$ cat src/rtl/sec_bcd_counter.sv
// BCD seconds counter (00-59): clock prescaler to a 1 s tick, digit advance, minute carry,
// run/pause, clear and validated preset. Optional SEC_DOWN_COUNT_EN adds a `down` input.
module sec_bcd_counter #(
  parameter int unsigned DIV = 50000000,
  parameter int unsigned PW  = 26
) (
  input  logic       clk,
  input  logic       reset,
  input  logic       run,
  input  logic       clear,
  input  logic       load,
  input  logic [3:0] load_units,
  input  logic [2:0] load_tens,
`ifdef SEC_DOWN_COUNT_EN
  input  logic       down,
`endif
  output logic [3:0] units,
  output logic [2:0] tens,
  output logic       tick,
  output logic       min_carry,
  output logic       load_err
);

  localparam logic [PW-1:0] LAST = PW'(DIV - 1);

  logic [PW-1:0] presc_q, presc_d;
  logic          adv_q, adv_d;
  logic [3:0]    units_q, units_d, step_units;
  logic [2:0]    tens_q, tens_d, step_tens;
  logic          tick_q, tick_d, mc_q, mc_d, err_q, err_d;
  logic          step_mc, load_ok, illegal, dn;

  assign load_ok = (load_units <= 4'd9) && (load_tens <= 3'd5);
  assign illegal = (units_q > 4'd9) || (tens_q > 3'd5);
`ifdef SEC_DOWN_COUNT_EN
  assign dn = down;
`else
  assign dn = 1'b0;
`endif

  // Digit value one second later; a corrupted digit pair recovers to 00 silently.
  always_comb begin
    step_units = units_q;
    step_tens  = tens_q;
    step_mc    = 1'b0;
    if (illegal) begin
      step_units = 4'd0;
      step_tens  = 3'd0;
    end else if (!dn) begin
      if (units_q == 4'd9) begin
        step_units = 4'd0;
        if (tens_q == 3'd5) begin
          step_tens = 3'd0;
          step_mc   = 1'b1;
        end else begin
          step_tens = tens_q + 3'd1;
        end
      end else begin
        step_units = units_q + 4'd1;
      end
    end else begin
      if (units_q == 4'd0) begin
        step_units = 4'd9;
        if (tens_q == 3'd0) begin
          step_tens = 3'd5;
          step_mc   = 1'b1;
        end else begin
          step_tens = tens_q - 3'd1;
        end
      end else begin
        step_units = units_q - 4'd1;
      end
    end
  end

  // clear > valid load > advance; a rejected load leaves normal counting untouched.
  always_comb begin
    presc_d = presc_q;
    adv_d   = adv_q;
    units_d = units_q;
    tens_d  = tens_q;
    tick_d  = 1'b0;
    mc_d    = 1'b0;
    err_d   = 1'b0;
    if (clear) begin
      presc_d = '0;
      adv_d   = 1'b0;
      units_d = 4'd0;
      tens_d  = 3'd0;
    end else if (load && load_ok) begin
      presc_d = '0;
      adv_d   = 1'b0;
      units_d = load_units;
      tens_d  = load_tens;
    end else begin
      err_d = load;
      if (run) begin
        if (adv_q) begin
          units_d = step_units;
          tens_d  = step_tens;
          tick_d  = 1'b1;
          mc_d    = step_mc;
          adv_d   = 1'b0;
        end
        if (presc_q == LAST) begin
          presc_d = '0;
          adv_d   = 1'b1;
        end else begin
          presc_d = presc_q + PW'(1);
        end
      end
    end
  end

  always_ff @(posedge clk or posedge reset) begin
    if (reset) begin
      presc_q <= '0;
      adv_q   <= 1'b0;
      units_q <= 4'd0;
      tens_q  <= 3'd0;
      tick_q  <= 1'b0;
      mc_q    <= 1'b0;
      err_q   <= 1'b0;
    end else begin
      presc_q <= presc_d;
      adv_q   <= adv_d;
      units_q <= units_d;
      tens_q  <= tens_d;
      tick_q  <= tick_d;
      mc_q    <= mc_d;
      err_q   <= err_d;
    end
  end

  assign units     = units_q;
  assign tens      = tens_q;
  assign tick      = tick_q;
  assign min_carry = mc_q;
  assign load_err  = err_q;

endmodule
$ cat config.mk
export PLATFORM = sky130hd
export DESIGN_NAME = sec_bcd_counter
export DESIGN_NICKNAME = d
export VERILOG_FILES = /design/src/rtl/sec_bcd_counter.sv
export SDC_FILE = /design/constraint.sdc
export NUM_CORES = 1
export LEC_CHECK = 0
export CAP_MARGIN = 20
export CORE_MARGIN = 3
export CORE_UTILIZATION = 53
export CTS_BUF_LIST = sky130_fd_sc_hd__clkbuf_4 sky130_fd_sc_hd__clkbuf_8
export DETAILED_ROUTE_END_ITERATION = 10
export PLACE_DENSITY_LB_ADDON = 0.2
export SYNTH_ARGS = -nofsm -noshare
export SYNTH_HDL_FRONTEND = slang
export SYNTH_SLANG_ARGS = --single-unit
$ cat constraint.sdc
create_clock -name clk -period 2.2 [get_ports clk]
set_input_delay 0.55 -clock clk [delete_from_list [all_inputs] [get_ports clk]]
set_output_delay 0.55 -clock clk [all_outputs]
set_load 0.05 [all_outputs]
==> results.txt <==
status: complete, no violations
maximum clock rate: 0.466 GHz
pin count of the biggest net entering global routing: 38
main area contributors after synthesis: dfrtp_1 44%, nor2_1 5.4%, nand2_1 3.9%, a21oi_1 3.8%, xnor2_1 3.7%
Worst-Margin Slew: 0.507 ns
total track usage: 25.9%
Setup CP Type: flip-flop to output port
Hold Path Class: flip-flop to flip-flop
CTS Buf Count: 5
GRT Max-Usage Layer: met1
grt met1 use: 39.9%
Crit-path slowest cell: clkdlybuf4s50_1
most instantiated library cell after synthesis: dfrtp_1
Area Overhead vs Synth: 27.7%
Worst EP required: 1.65 ns
Crit path max-delay family: buffers and inverters
core area: 3740 µm²
Final setup violation count: 0
cell taking the most area after synthesis: dfrtp_1
die area: 4760 µm²
routability cong.: 0.969
clk sinks: 37
final worst setup slack: 0.0550 ns
Total Wirelength: 5.41 mm
setup TNS: 0 ns
Yosys top cell area share: 44.0%
Initial Util: 56.2%
Ant. Diodes: 0
Slew HR: 66.1%
fillcell total: 305
CP arrival: 1.59 ns
pwr dens: 528 nW/µm²
Max Slew Vio Count: 0
initial antenna violation count: 0
TritonCTS clock tree: built
layout cells sized above 1: 19.1%
mapped cell area: 2100 µm²
Max Cap Viol: 0
die height: 69.0 µm
I/O Buffers: 21
RSZ-0062 raised after global routing: false
1st-pass router iterations: 5
register area share after synthesis: 44.0%
met3 Use GR: 6.16%
Place WS: -0.402 ns
clock transition at the registers of the reported paths: 0.07 ns
Max H-tree Level: 2
leakage: 0.00116 µW
cells after synthesis: 238
Syn. warnings: 0
GR Layer Usage met2: 35.0%
Avg Cell Area, Syn: 8.84 µm²
Clk Latency, worst-skew pair: 0.29 ns
Final Skew: 0.00468 ns
I/O Pins: 22
Clock Path Buffers: 2
NumNets Final: 300
Hold Vio Cnt, Final: 0
crit path max fanout: 6
final core utilization: 71.7%
ANT nets after route: 0
Die W: 69.0 µm
DRC: 0
register area: 926 µm²
Period Utilization, post-route: 97.5%
Worst Setup End Kind: output port
Clk Tree Root Cell: clkbuf_8
DRT iter0 DRCs: 178
Synth async-reset ratio: 100%
vias in the first global route: 1,821
total congestion overflow: 0
DR WL/cell: 16.1 µm
Synth top cells by count: 37 x dfrtp_1, 30 x nor2_1, 22 x nand2_1
Critical path buffers and inverters: 1
Synth Flop Type: dfrtp_1
DR vias/cell: 6.02
DR vias: 2,023
Peak VDD IR: 426 µV
slowest cell delay on critical path: 0.84 ns
Distinct cells, synth: 45
area of the multi-input gates: 1130 µm²
EDFF count, synth: 0
cells along the critical path: clkdlybuf4s50_1
# hold bufs at CTS: 0
first-pass GRT wire length: 8.95 mm
post-synthesis register bit count: 37
Post-Syn Nets: 251
hpwl dp: 3.91 mm
min Tclk post-route: 2.14 ns
row count: 22
CP Launch Type: flip-flop
through the flow:
step,area [µm²],power [µW],hold WS [ns],instances
after global placement,2540,898,0.522,327
after CTS,2650,1420,0.537,335
final,2690,1420,0.549,336
after global routing,2690,1470,0.580,336
after detailed placement,2540,900,0.527,327
after floorplan,2100,813,0.488,238
repair_timing:
action                                  CTS  global route
resized for setup                         2             6
endpoints found under the setup margin   17            21
buffers inserted                          0             1
pin swaps                                 1             1
final timing paths:
kind	startpoint	cells after the start	to	slack, ns
min in group asynchronous	reset	3	units[0]$_DFFE_PP0P_	0.66
hold / removal	presc_q[1]$_DFFE_PP0P_	2	presc_q[1]$_DFFE_PP0P_	0.55
setup / recovery	units[3]$_DFFE_PP0P_	1	units[3]	0.06
max in group asynchronous	reset	3	presc_q[1]$_DFFE_PP0P_	1.21
hold reg to reg	presc_q[1]$_DFFE_PP0P_	2	presc_q[1]$_DFFE_PP0P_	0.55
setup reg to reg	presc_q[0]$_DFFE_PP0P_	8	presc_q[0]$_DFFE_PP0P_	0.14
cells by family (layout without fill, tap and decap cells):
family	Yosys count	after routing	share of synthesized area, %
and+or+nand+nor	121	121	30.8
AOI/OAI and AO/OA	47	47	14.0
DFF	37	37	44.0
xor gates and xnor gates	17	17	7.08
buffers and inverters	14	64	2.97
adders and majority gates	1	1	0.595
muxes	1	1	0.535
power breakdown:
part / internal (µW) / leakage, µW / switching [µW]
Combinational: 81.6 / 0.000595 / 113
Clock: 283 / 0.0000542 / 237
Sequential: 689 / 0.000513 / 13.7
cells in the final DEF, fill, tap and decap left out, drive strengths merged, types with 2 or more instances in the layout:
master,netlist,layout
dfrtp,37,37
buf,2,32
nor2,30,30
nand2,24,24
a21oi,16,16
o21ai,16,16
nand3,14,14
clkdlybuf4s50,0,14
nand4,10,10
xnor2,9,9
xor2,8,8
and3,8,8
or4,7,7
clkbuf,6,7
inv,6,6
or3,6,6
nor3,5,5
nor4,5,5
a311oi,5,5
dlymetal6s2s,0,4
nor4b,3,3
and4,3,3
a31oi,2,2
and2,2,2
or2,2,2
state kept, by name, indices dropped and copies added (netlist names):
register   cells
units          4
load_err       1
adv_q          1
tick           1
tens           3
presc_q       26
min_carry      1
routing by layer:
layer  vias to the layer above  share of wire, %
li1                        978                 -
met1                       977                50
met2                        59                43
met3                         9               5.3
met4                         0               1.6
met5                         -                 0
cell type report:
| type | instances | share of cell area, % |
|---|---|---|
| timing repair buffer | 50 | 16.5 |
| sequential | 37 | 34.5 |
| clock inverter | 1 | 0.186 |
| inverter | 6 | 0.839 |
| clock buffer | 7 | 3.59 |
| multi-input combinational | 187 | 42.2 |
| tap | 48 | 2.24 |
Note: power is estimated with default switching activity, not from simulation.
